<file path="src/rtl/timekeeper_pkg.sv">
// timekeeper_pkg: shared types, field limits and helper functions for the timekeeper.
package timekeeper_pkg;

   typedef enum logic [1:0] {
      FIELD_H = 2'd0,
      FIELD_M = 2'd1,
      FIELD_S = 2'd2
   } field_t;

   localparam logic [5:0] SEC_MAX = 6'd59;
   localparam logic [5:0] MIN_MAX = 6'd59;
   localparam logic [4:0] HR_MAX  = 5'd23;

   typedef struct packed {
      logic [4:0] hr;
      logic       pm;
   } hr12_t;

   // 24 h -> 12 h presentation: 0 -> 12 AM, 12 -> 12 PM, 13..23 -> 1..11 PM
   function automatic hr12_t to_12h(input logic [4:0] hr24);
      hr12_t r;
      r.pm = (hr24 >= 5'd12);
      if (hr24 == 5'd0)       r.hr = 5'd12;
      else if (hr24 > 5'd12)  r.hr = hr24 - 5'd12;
      else                    r.hr = hr24;
      return r;
   endfunction

   // +/-1 with wrap inside [0, max]; never carries into a neighbouring field
   function automatic logic [5:0] step_wrap(input logic [5:0] v, input logic [5:0] max,
                                            input logic up);
      logic [5:0] r;
      if (up) r = (v == max)  ? 6'd0 : v + 6'd1;
      else    r = (v == 6'd0) ? max  : v - 6'd1;
      return r;
   endfunction

   function automatic field_t next_field(input field_t f);
      field_t r;
      case (f)
         FIELD_H: r = FIELD_M;
         FIELD_M: r = FIELD_S;
         default: r = FIELD_H;
      endcase
      return r;
   endfunction

endpackage

</file>
<file path="src/rtl/button_qualifier.sv">
// button_qualifier: hold-qualified push button with optional auto-repeat.
// First action fires in the cycle the hold count reaches HOLD_CYCLES; with
// repeat enabled it fires again every REPEAT_CYCLES cycles while held.
module button_qualifier #(
   parameter int HOLD_CYCLES   = 25_000_000,
   parameter int REPEAT_CYCLES = 12_500_000,
   parameter bit REPEAT_ON     = 1'b1
) (
   input  logic clk,
   input  logic reset,
   input  logic en,
   input  logic btn,
   output logic action
);

   localparam bit RPT_EN = REPEAT_ON && (REPEAT_CYCLES > 0);
   // Without repeat the counter parks one past HOLD so the action fires only once.
   localparam int SAT    = RPT_EN ? HOLD_CYCLES : HOLD_CYCLES + 1;
   localparam int CW     = $clog2(HOLD_CYCLES + 2);
   localparam int RPT    = (REPEAT_CYCLES > 0) ? REPEAT_CYCLES : 1;
   localparam int RW     = (RPT > 1) ? $clog2(RPT) : 1;

   localparam logic [CW-1:0] CNT_HOLD = CW'(HOLD_CYCLES);
   localparam logic [CW-1:0] CNT_SAT  = CW'(SAT);
   localparam logic [RW-1:0] REP_LAST = RW'(RPT - 1);

   logic [CW-1:0] cnt;
   logic [RW-1:0] rep;

   // Hold counter saturates; repeat phase counter runs once the hold is qualified.
   always_ff @(posedge clk) begin
      if (reset || !en || !btn) begin
         cnt <= '0;
         rep <= '0;
      end else begin
         if (cnt != CNT_SAT) cnt <= cnt + 1'b1;
         if (RPT_EN && cnt == CNT_HOLD) rep <= (rep == REP_LAST) ? '0 : rep + 1'b1;
      end
   end

   assign action = en && (cnt == CNT_HOLD) && (!RPT_EN || rep == '0);

endmodule

</file>
<file path="src/rtl/configurable_timekeeper.sv">
// configurable_timekeeper: 24 h H:M:S counter with in-place editing and 12 h output.
// Optional alarm comparator compiled in with `define ALARM_EN.
module configurable_timekeeper
   import timekeeper_pkg::*;
#(
   parameter int CLK_HZ        = 100_000_000,
   parameter int HOLD_CYCLES   = 25_000_000,
   parameter int REPEAT_CYCLES = 12_500_000
) (
   input  logic       clk,
   input  logic       reset,
   input  logic       edit,
   input  logic       field_next,
   input  logic       inc,
   input  logic       dec,
   input  logic       mode_12h,
   output logic [4:0] hours,
   output logic [5:0] minutes,
   output logic [5:0] seconds,
   output logic       pm,
   output logic [1:0] field_sel,
`ifdef ALARM_EN
   input  logic [4:0] alarm_hours,
   input  logic [5:0] alarm_minutes,
   input  logic       alarm_arm,
   input  logic       alarm_ack,
   output logic       alarm,
`endif
   output logic       tick
);

   localparam int            PW      = $clog2(CLK_HZ);
   localparam logic [PW-1:0] PRE_MAX = PW'(CLK_HZ - 1);

   logic [PW-1:0] presc, presc_n;
   logic [4:0]    hr, hr_n;
   logic [5:0]    min, min_n, sec, sec_n;
   field_t        fsel, fsel_n;
   logic          edit_q, tick_n;
   logic [2:0]    btn, act;
   hr12_t         h12;

   // Bit order sets index 0 as field_next, the only button that never repeats.
   assign btn = {dec, inc, field_next};

   for (genvar i = 0; i < 3; i++) begin : g_q
      button_qualifier #(
         .HOLD_CYCLES  (HOLD_CYCLES),
         .REPEAT_CYCLES(REPEAT_CYCLES),
         .REPEAT_ON    (i != 0)
      ) u_q (
         .clk   (clk),
         .reset (reset),
         .en    (edit),
         .btn   (btn[i]),
         .action(act[i])
      );
   end

   // Next state: edit freezes time and applies one button action; run advances the prescaler.
   always_comb begin
      presc_n = presc;
      hr_n    = hr;
      min_n   = min;
      sec_n   = sec;
      fsel_n  = fsel;
      tick_n  = 1'b0;
      if (edit) begin
         presc_n = '0;
         if (!edit_q)
            fsel_n = FIELD_H;
         else if (act[0])
            fsel_n = next_field(fsel);
         else if (act[1] || act[2]) begin
            case (fsel)
               FIELD_H: hr_n  = 5'(step_wrap({1'b0, hr}, {1'b0, HR_MAX}, act[1]));
               FIELD_M: min_n = step_wrap(min, MIN_MAX, act[1]);
               default: sec_n = step_wrap(sec, SEC_MAX, act[1]);
            endcase
         end
      end else if (presc == PRE_MAX) begin
         presc_n = '0;
         tick_n  = 1'b1;
         if (sec == SEC_MAX) begin
            sec_n = '0;
            if (min == MIN_MAX) begin
               min_n = '0;
               hr_n  = (hr == HR_MAX) ? 5'd0 : hr + 5'd1;
            end else
               min_n = min + 6'd1;
         end else
            sec_n = sec + 6'd1;
      end else
         presc_n = presc + 1'b1;
   end

   // State register; tick is registered so it lines up with the new seconds value.
   always_ff @(posedge clk) begin
      if (reset) begin
         presc  <= '0;
         hr     <= '0;
         min    <= '0;
         sec    <= '0;
         fsel   <= FIELD_H;
         edit_q <= 1'b0;
         tick   <= 1'b0;
      end else begin
         presc  <= presc_n;
         hr     <= hr_n;
         min    <= min_n;
         sec    <= sec_n;
         fsel   <= fsel_n;
         edit_q <= edit;
         tick   <= tick_n;
      end
   end

`ifdef ALARM_EN
   // Latch on the tick that lands on alarm_hours:alarm_minutes:00; ack beats set.
   always_ff @(posedge clk) begin
      if (reset || alarm_ack || !alarm_arm)
         alarm <= 1'b0;
      else if (tick_n && hr_n == alarm_hours && min_n == alarm_minutes && sec_n == 6'd0)
         alarm <= 1'b1;
   end
`endif

   assign h12       = to_12h(hr);
   assign hours     = mode_12h ? h12.hr : hr;
   assign pm        = mode_12h & h12.pm;
   assign minutes   = min;
   assign seconds   = sec;
   assign field_sel = fsel;

endmodule

</file>
<file path="config.mk">
export PLATFORM = sky130hd
export DESIGN_NAME = configurable_timekeeper
export DESIGN_NICKNAME = d
export VERILOG_FILES = /design/src/rtl/timekeeper_pkg.sv /design/src/rtl/button_qualifier.sv /design/src/rtl/configurable_timekeeper.sv
export SDC_FILE = /design/constraint.sdc
export NUM_CORES = 1
export LEC_CHECK = 0
export ABC_CLOCK_PERIOD_IN_PS = 2800
export CAP_MARGIN = 15
export CORE_MARGIN = 4
export CORE_UTILIZATION = 50
export CTS_BUF_LIST = sky130_fd_sc_hd__clkbuf_4
export CTS_CLUSTER_DIAMETER = 150
export CTS_CLUSTER_SIZE = 28
export DETAILED_ROUTE_END_ITERATION = 16
export GPL_TIMING_DRIVEN = 0
export PLACE_DENSITY = 0.76
export SETUP_SLACK_MARGIN = 0.2
export SYNTH_ARGS = -nofsm -noshare
export SYNTH_HDL_FRONTEND = slang
export SYNTH_SLANG_ARGS = --single-unit
</file>
<file path="constraint.sdc">
create_clock -name clk -period 2.8 [get_ports clk]
set_input_delay 0.56 -clock clk [delete_from_list [all_inputs] [get_ports clk]]
set_output_delay 0.56 -clock clk [all_outputs]
set_load 0.005 [all_outputs]
</file>
Word-level counts from Yosys, hierarchy flattened
Cells that the tools add are included.
W data, S select, Z words.
{ "classes": {"addsub": 14, "n_eq_ne": 20, "n_bitwise": 1, "reduce_logical": 30, "mux": 40, "magnitude_cmp": 2} }
{ "ops": {"columns": ["operator", "count"], "rows": [
  ["$mux W6", 19],
  ["$add A25 B1 Y25 const B", 3],
  ["$eq A25 B25 Y1 const B", 3],
  ["$mux W5", 15],
  ["$ne A25 B25 Y1 const B", 3],
  ["$add A24 B1 Y24 const B", 2],
  ["$eq A24 B24 Y1 const B", 2],
  ["$logic_not A24 Y1", 2],
  ["$mux W24", 2],
  ["$add A27 B1 Y27 const B", 1],
  ["$eq A27 B27 Y1 const B", 1],
  ["$add A6 B1 Y6 const B", 2],
  ["$eq A6 B6 Y1 const B", 2],
  ["$logic_not A6 Y1", 2],
  ["$sub A6 B1 Y6 const B", 2],
  ["$add A5 B1 Y5 const B", 2],
  ["$ne A2 B1 Y1 const B", 5],
  ["$reduce_and A7 Y1", 1],
  ["$reduce_and A6 Y1", 1],
  ["$reduce_bool A2 Y1", 3],
  ["$eq A5 B5 Y1 const B", 1],
  ["$ge A5 B4 Y1 const B", 1],
  ["$gt A5 B4 Y1 const B", 1],
  ["$logic_and A1 B1 Y1", 5],
  ["other kinds (16)", 26]
]} }
{ "word_totals": {"regBits": 171, "output_inout_bits": 21, "in_bits": 7, "wordCells": 119} }

Longest topological paths before layout
Gate-level depths: netlist (run 1).
{ "logic_depth": {"word_depth": 9, "ltp_mapped": 11, "ltp_nobuf": 9} }

Hierarchy
From an unflattened synthesis (run 1), not the netlist that was laid out.
{ "unflattened": {"cells_unflattened": 1123, "area_unflattened_um2": 9262.6} }
{ "modules_own_cells": {"columns": ["module", "seq_area_each_um2", "instances", "area_each_um2", "cells_each"], "rows": [
  ["button_qualifier at g_q[1].u_q ...", 980.9, 2, 2433.6, 292],
  ["configurable_timekeeper", 960.9, 1, 3164.3, 400],
  ["button_qualifier at g_q[0].u_q", 500.5, 1, 1231.2, 139]
]} }

Worst setup path after synthesis (run 1)
OpenSTA, ideal clock, no wires.
{ "synth_path": {"path_kind": "register -> register", "startpoint": "reg g_q[1].u_q.cnt[0]", "endpoint": "reg g_q[1].u_q.rep[21]", "synth_period_minus_slack_ns": 2.798, "setup_time_ns": 0.071, "arrival_time_ns": 2.727, "required_time_ns": 2.729, "n_path_buf": 2, "path_stages_with_launch": 11, "setup_slack_ns": 0.002, "path_cell_list": "dfxtp_1 -> inv_1 -> ha_1 -> or4bb_1 -> or3_1 -> or4_1 -> buf_2 -> or3_1 -> buf_2 -> or3_1 -> a21oi_1"} }
{ "synth_via": {"elab_chain_len": 1} }
{ "synth_rtl": {"columns": ["item", "line_no", "source"], "rows": [
  ["start, declared", "button_qualifier.sv:27", "logic [CW-1:0] cnt;"],
  ["start signal, assigned", "button_qualifier.sv:36", "if (cnt != CNT_SAT) cnt <= cnt + 1'b1;"],
  ["$eq A25 B25 Y1", "button_qualifier.sv:37", "if (RPT_EN && cnt == CNT_HOLD) rep <= (rep == REP_LAST) ? '0 : rep + 1'b1;"],
  ["end signal, assigned", "button_qualifier.sv:37", null],
  ["end, declared", "button_qualifier.sv:28", "logic [RW-1:0] rep;"]
]} }
Every way passes these cells.
A chain may end at the register's enable or synchronous reset.

Final worst setup path (run 1)
Same ends and word-level chain as after synthesis.

==> flow_summary.yaml, run 1 <==
status:
  status: "finished, violations left"
  failed_checks: "setup timing"
timing:
  fin_setup_tns_ps: -150
  max_freq_mhz: 350
  skew_ps: 22.9
  fin_crit_sh: 1.02
  timing.final.crit_period_ps: 2860
  rsz0062_at_grt: "yes"
  slew_headroom: 0.518
  finalSetupViolCount: 6
  slew_violations: 0
  hold_viol: 0
  timing.final.ws_setup_ps: -59.2
  worst_pin_slew_ps: 716
critical_path:
  arrival_ps: 3400
  crit_type: "register to register"
  cp_num_cells: 10
  crit_path_start_kind: "register"
  required_ps: 3340
  critPathBufInv: 3
  crit_family: "simple AND/OR/NAND/NOR gates"
  critPathMaxStageDelay_ps: 430
  crit_path_top_delay_cell: "or4_4"
  worstPathCellList: "inv_2, ha_4, or4bb_1, or3_4, or4_4, buf_6, or3_4, buf_6, or3_1, a21oi_1"
  reg2regPathDepth: 10
  cp-end-kind: "register"
  critPathMaxFanout: 5
clock_tree:
  cts_buffers: 17
  clockRootBuffer: "clkbuf_4"
  hold_buffers: 0
  clk-insertion-delay-late_ps: 590
  cts_sinks: 171
  htree_levels: 4
  path_clk_slew_ps: 150
  clk_path_buf_depth: 2
  cts_tree: "built"
drt:
  drc_errors: 0
  ant_nets: 0
  drt_iter0_markers: 459
  vias: 7494
  detail_route.wl_per_cell_um: 14.1
  viasPerCell: 5.46
  drt_pre_antenna_iters: 5
  drt-total-wl_um: 19300
power_and_ir_drop:
  irDropWorstVdd_mv: 0.307
  total_leakage_power_nw: 3.58
  power_density_nw_per_um2: 390
placed_design:
  numPortBuffers: 27
  dp_hpwl_um: 12200
  post-place-ws_ps: -835
  placed_cell_area_um2: 9200
  gp_congestion: 0.861
global_route:
  grt.overflow.total: 0
  grt_start_max_net_pins: 17
  globalRouteTotalUtil: 0.194
  grt_pass1_wl_um: 32300
  grt_pass1_vias: 7171
  grt_antenna_before_repair: 0
final_layout:
  final_cell_area_um2: 10400
  drive_above_1_share: 0.166
  areaGrowthSynthToFinish_pct: 20.8
  nNetsFinal: 1170
  n_antenna_cell: 0
floorplan:
  die_w_um: 139
  die-area_um2: 19400
  die_h_um: 139
  start_util: 0.514
  coreArea_um2: 16800
  ioPinCount: 28
  rows: 47
synthesis:
  synth_area_leaders: "dfxtp_1 (40%), nor2_1 (7.8%), xnor2_1 (6.8%), xor2_1 (6.7%), nand3_1 (3.9%)"
  ys_top_cells_by_count: "nor2_1 (180), dfxtp_1 (171), nand2_1 (87)"
  yosysUniqueCellTypes: 57
  avgSynthCellArea_um2: 8.25
  netlist_instances: 1044
  synth_edf_count: 0
  synthArstFlopShare: 0
  syn-num-nets: 1075
  synth-seq-cells: 171
  yosysMostFrequentCell: "nor2_1"
  yosysTopAreaCellShare: 0.397
  yosysWarnings: 0
  ys_seq_area_frac: 0.397
  yosys.area.top_type: "dfxtp_1"
  netlist_area_um2: 8610
  synth_flop_cell: "dfxtp_1"
hold_path:
  min_path_cells: 1
  hp-class: "register to register"
run:
  drv_cap: 0
## cells by family after synthesis
logic type / after synthesis / share of synthesized area
buf+inv: 71 / 0.0317
fa+ha+maj: 24 / 0.0349
compound gates: 100 / 0.0738
flops: 171 / 0.397
simple gates: 524 / 0.300
mux: 21 / 0.0269
xor+xnor: 133 / 0.135
## repair_timing
action,CTS,global route
hold endpoints to repair,0,0
pin swaps,25,23
cloned,2,0
setup endpoints to repair,67,74
setup buffers,35,12
gates resized for setup,104,60
## per-layer routing
metal / GRT usage / wire length (um) / share of wire
met2: 0.323 / 9330 / 0.48
met5: 0 / 0 / 0
met3: 0.0370 / 607 / 0.031
met1: 0.254 / 9090 / 0.47
met4: 0.0628 / 273 / 0.014
## worst register-to-register path: stages (launching register included)
cell	delay [ps]
dfxtp_2	360
inv_2	80
ha_4	130
or4bb_1	380
or3_4	380
or4_4	430
buf_6	130
or3_4	320
buf_6	140
or3_1	330
a21oi_1	140
## registers in the layout, indices dropped and copies added, names as in the netlist
register,flops
minutes,6
field_sel,2
hr,5
presc,27
tick,1
seconds,6
g_q.u_q.rep,48
edit_q,1
g_q.u_q.cnt,75
## through the flow
step	hold WS [ps]	instances	power, W	util
after floorplan	430	1044	0.00256	-
after global placement	446	1291	0.00260	0.549
after detailed placement	457	1291	0.00260	0.549
after CTS	490	1360	0.00408	0.605
after global routing	468	1372	0.00420	0.621
final	443	1372	0.00406	0.621
## path summary, 6_finish.rpt
check,start,end,slack (ps)
setup / recovery,g_q[1].u_q.cnt[0]$_SDFFE_PP0P_,g_q[1].u_q.rep[21]$_SDFFE_PP0N_,-60
hold / removal,presc[0]$_SDFF_PP0_,presc[0]$_SDFF_PP0_,440
setup reg to reg,g_q[1].u_q.cnt[0]$_SDFFE_PP0P_,g_q[1].u_q.rep[21]$_SDFFE_PP0N_,-60
hold reg to reg,presc[0]$_SDFF_PP0_,presc[0]$_SDFF_PP0_,440
## report_power, final
group          internal [W]  switching, W  total, W
logic             0.0000574     0.0000777  0.000135
clock network      0.000560      0.000924   0.00148
registers           0.00243    0.00000445   0.00244
total               0.00305       0.00101   0.00406
## layout make-up
cell class / count / area [um^2]
Tap cell: 220 / 275
Fill cell: 1388 / 6360
Inverter: 35 / 134
Buffer: 36 / 223
Clock inverter: 14 / 156
Timing Repair Buffer: 76 / 727
Sequential cell: 171 / 3450
Multi-Input combinational cell: 802 / 5300
Clock buffer: 18 / 135
## cells in the final DEF, fill, tap and decap left out, drive strengths merged, types with 7 or more instances in the layout
cell type and instances:
xor2 66, a21oi 33, clkbuf 49, and2 9, xnor2 67, nand2 87, and3 40, and4 11
mux2 7, nor3 26, buf 56, nor2 180, clkdlybuf4s50 21, ha 24, nand3 67, mux2i 13
nor4 25, nand4 27, or3 17, inv 42, o21ai 33, dfxtp 171
(Power assumes the default switching activity.)
==> inputs of run 2 (changes only) <==
PLACE_DENSITY = 0.7   (was 0.76)
==> run 2 against run 1 <==
  * The run still ends with setup timing left
  * Die area unchanged
  * Global-route usage decreased by 1.1 points
  * Design area increased by 0.20%
  * Total power increased by 2.6%
  * Largest power group unchanged
==> flow_summary.yaml, run 2 (synthesis gave the netlist of run 1 again) <==
timing:
  hold_viol: 0
  worst_pin_slew_ps: 741
  max_freq_mhz: 356
  slew_headroom: 0.502
  fin_crit_sh: 1.00
  skew_ps: 22.2
  finalSetupViolCount: 2
  rsz0062_at_grt: "yes"
  timing.final.crit_period_ps: 2810
  timing.final.ws_setup_ps: -8.74
  slew_violations: 0
floorplan:
  die-area_um2: 19400
  rows: 47
  coreArea_um2: 16800
  die_w_um: 139
  die_h_um: 139
  ioPinCount: 28
  start_util: 0.514
placed_design:
  placed_cell_area_um2: 9200
  post-place-ws_ps: -766
  dp_hpwl_um: 12100
  numPortBuffers: 27
  gp_congestion: 0.844
global_route:
  grt.overflow.total: 0
  grt_start_max_net_pins: 17
  grt_pass1_vias: 6684
  globalRouteTotalUtil: 0.183
  grt_antenna_before_repair: 1
  grt_pass1_wl_um: 30400
drt:
  viasPerCell: 5.35
  drc_errors: 0
  drt_iter0_markers: 289
  ant_nets: 0
  drt-total-wl_um: 18400
  detail_route.wl_per_cell_um: 13.4
  vias: 7334
  drt_pre_antenna_iters: 5
run:
  drv_cap: 0
power_and_ir_drop:
  power_frac_clock: 0.383
  total_leakage_power_nw: 3.60
  power_density_nw_per_um2: 399
  p_seq_frac: 0.586
  power.internal_w: 0.00321
  p_comb_frac: 0.031
  power_w: 0.00416
  p_sw_frac: 0.228
  irDropWorstVdd_mv: 0.278
  p_sw_w: 0.000951
clock_tree:
  cts_buffers: 17
  clk_path_buf_depth: 2
  path_clk_slew_ps: 140
  clockRootBuffer: "clkbuf_4"
  hold_buffers: 0
  cts_tree: "built"
  cts_sinks: 171
  clk-insertion-delay-late_ps: 580
  htree_levels: 4
hold_path:
  hp-class: "register to register"
critical_path:
  required_ps: 3330
  cp-end-kind: "register"
  worstPathCellList: "or4b_4, or3_4, or4_4, buf_6, or3_1, buf_6, or3_1, a21oi_1"
  arrival_ps: 3340
  crit_type: "register to register"
  critPathMaxFanout: 6
  critPathMaxStageDelay_ps: 530
  crit_path_start_kind: "register"
  crit_path_top_delay_cell: "or4b_4"
final_layout:
  final_common_cell: "nor2_1"
  largest_reg_flops: 75
  mostFrequentLayoutCells: "nor2_1 (170), dfxtp_1 (160), nand2_1 (84)"
  final_cell_area_um2: 10400
  fill_cells: 1427
  largest_register: "g_q.u_q.cnt"
  areaGrowthSynthToFinish_pct: 21.0
  final_core_util: 0.622
  nNetsFinal: 1168
  largest_registers: "g_q.u_q.cnt (75), g_q.u_q.rep (48), presc (27)"
  drive_above_1_share: 0.167
status:
  status: "finished, violations left"
  failed_checks: "setup timing"
[run 2: cell types whose count changed in the layout (fill, tap and decap cells not counted), sizes merged, moves of 2 or more]
| cell | previous run | this run |
|---|---|---|
| bufinv | 2 | 4 |
| inv | 42 | 38 |
| clkbuf | 49 | 46 |
| clkinvlp | 0 | 3 |
| diode | 0 | 2 |
[run 2: through the flow]
stage / cells / setup TNS, ps / hold slack (ps)
2_1_floorplan: 1044 / 0 / 430
3_3_place_gp: 1291 / -19160 / 444
3_5_place_dp: 1291 / -18380 / 465
4_1_cts: 1352 / -66.7 / 453
5_1_grt: 1372 / -298 / 535
6_report: 1372 / -14.0 / 508
[run 2: critical path, delay by kind of cell (launching register included)]
kind / cells / cell delay (ps)
and+or+nand+nor: 5 / 1990
DFF: 1 / 370
buffers and inverters: 2 / 270
AOI/OAI and AO/OA: 1 / 120
[run 2: what timing repair did]
action                     in CTS  in global routing
resized for setup              79                 82
pin swaps                      28                 42
setup buffers                  28                 18
cloned                          1                  0
setup endpoints to repair      68                 78
[run 2: worst paths after layout]
path                                   startpoint                         endpoint  slack, ps  depth (start not counted)
setup / recovery   g_q[1].u_q.cnt[3]$_SDFFE_PP0P_  g_q[1].u_q.rep[21]$_SDFFE_PP0N_         -9                          8
hold / removal    g_q[1].u_q.cnt[20]$_SDFFE_PP0P_  g_q[1].u_q.cnt[20]$_SDFFE_PP0P_        510                          2
setup reg to reg   g_q[1].u_q.cnt[3]$_SDFFE_PP0P_  g_q[1].u_q.rep[21]$_SDFFE_PP0N_         -9                          8
hold reg to reg   g_q[1].u_q.cnt[20]$_SDFFE_PP0P_  g_q[1].u_q.cnt[20]$_SDFFE_PP0P_        510                          2
[run 2: metal layers]
layer | share of wire | up-vias | GRT usage
met5 | 0 | - | 0
met3 | 0.028 | 19 | 0.0443
met4 | 0.012 | 0 | 0.0546
met1 | 0.49 | 3433 | 0.251
met2 | 0.47 | 96 | 0.288
li1 | - | 3786 | -
[run 2: power by group through the flow]
stage	registers (W)	clock network [W]	logic (W)
2_1_floorplan	0.00249	0	0.0000672
3_3_place_gp	0.00250	0	0.000105
3_5_place_dp	0.00250	0	0.000104
4_1_cts	0.00244	0.00164	0.000116
5_1_grt	0.00244	0.00174	0.000142
6_report	0.00244	0.00159	0.000130
[run 2: final cells by class]
cell class,instances,area [um^2],area share
tap,220,275,0.0264
multi-input combinational,802,5340,0.512
antenna,2,5.00,0.000480
inverter,35,131,0.0126
sequential,171,3450,0.331
clock buffer,18,135,0.0130
buffer,36,211,0.0203
timing repair buffer,74,686,0.0658
clock inverter,14,194,0.0186
==> inputs of run 3 (changes only) <==
CTS_CLUSTER_SIZE = default   (was 28)
==> results of run 3 <==
The final DEF is identical to that of run 2; final timing and power are the same.
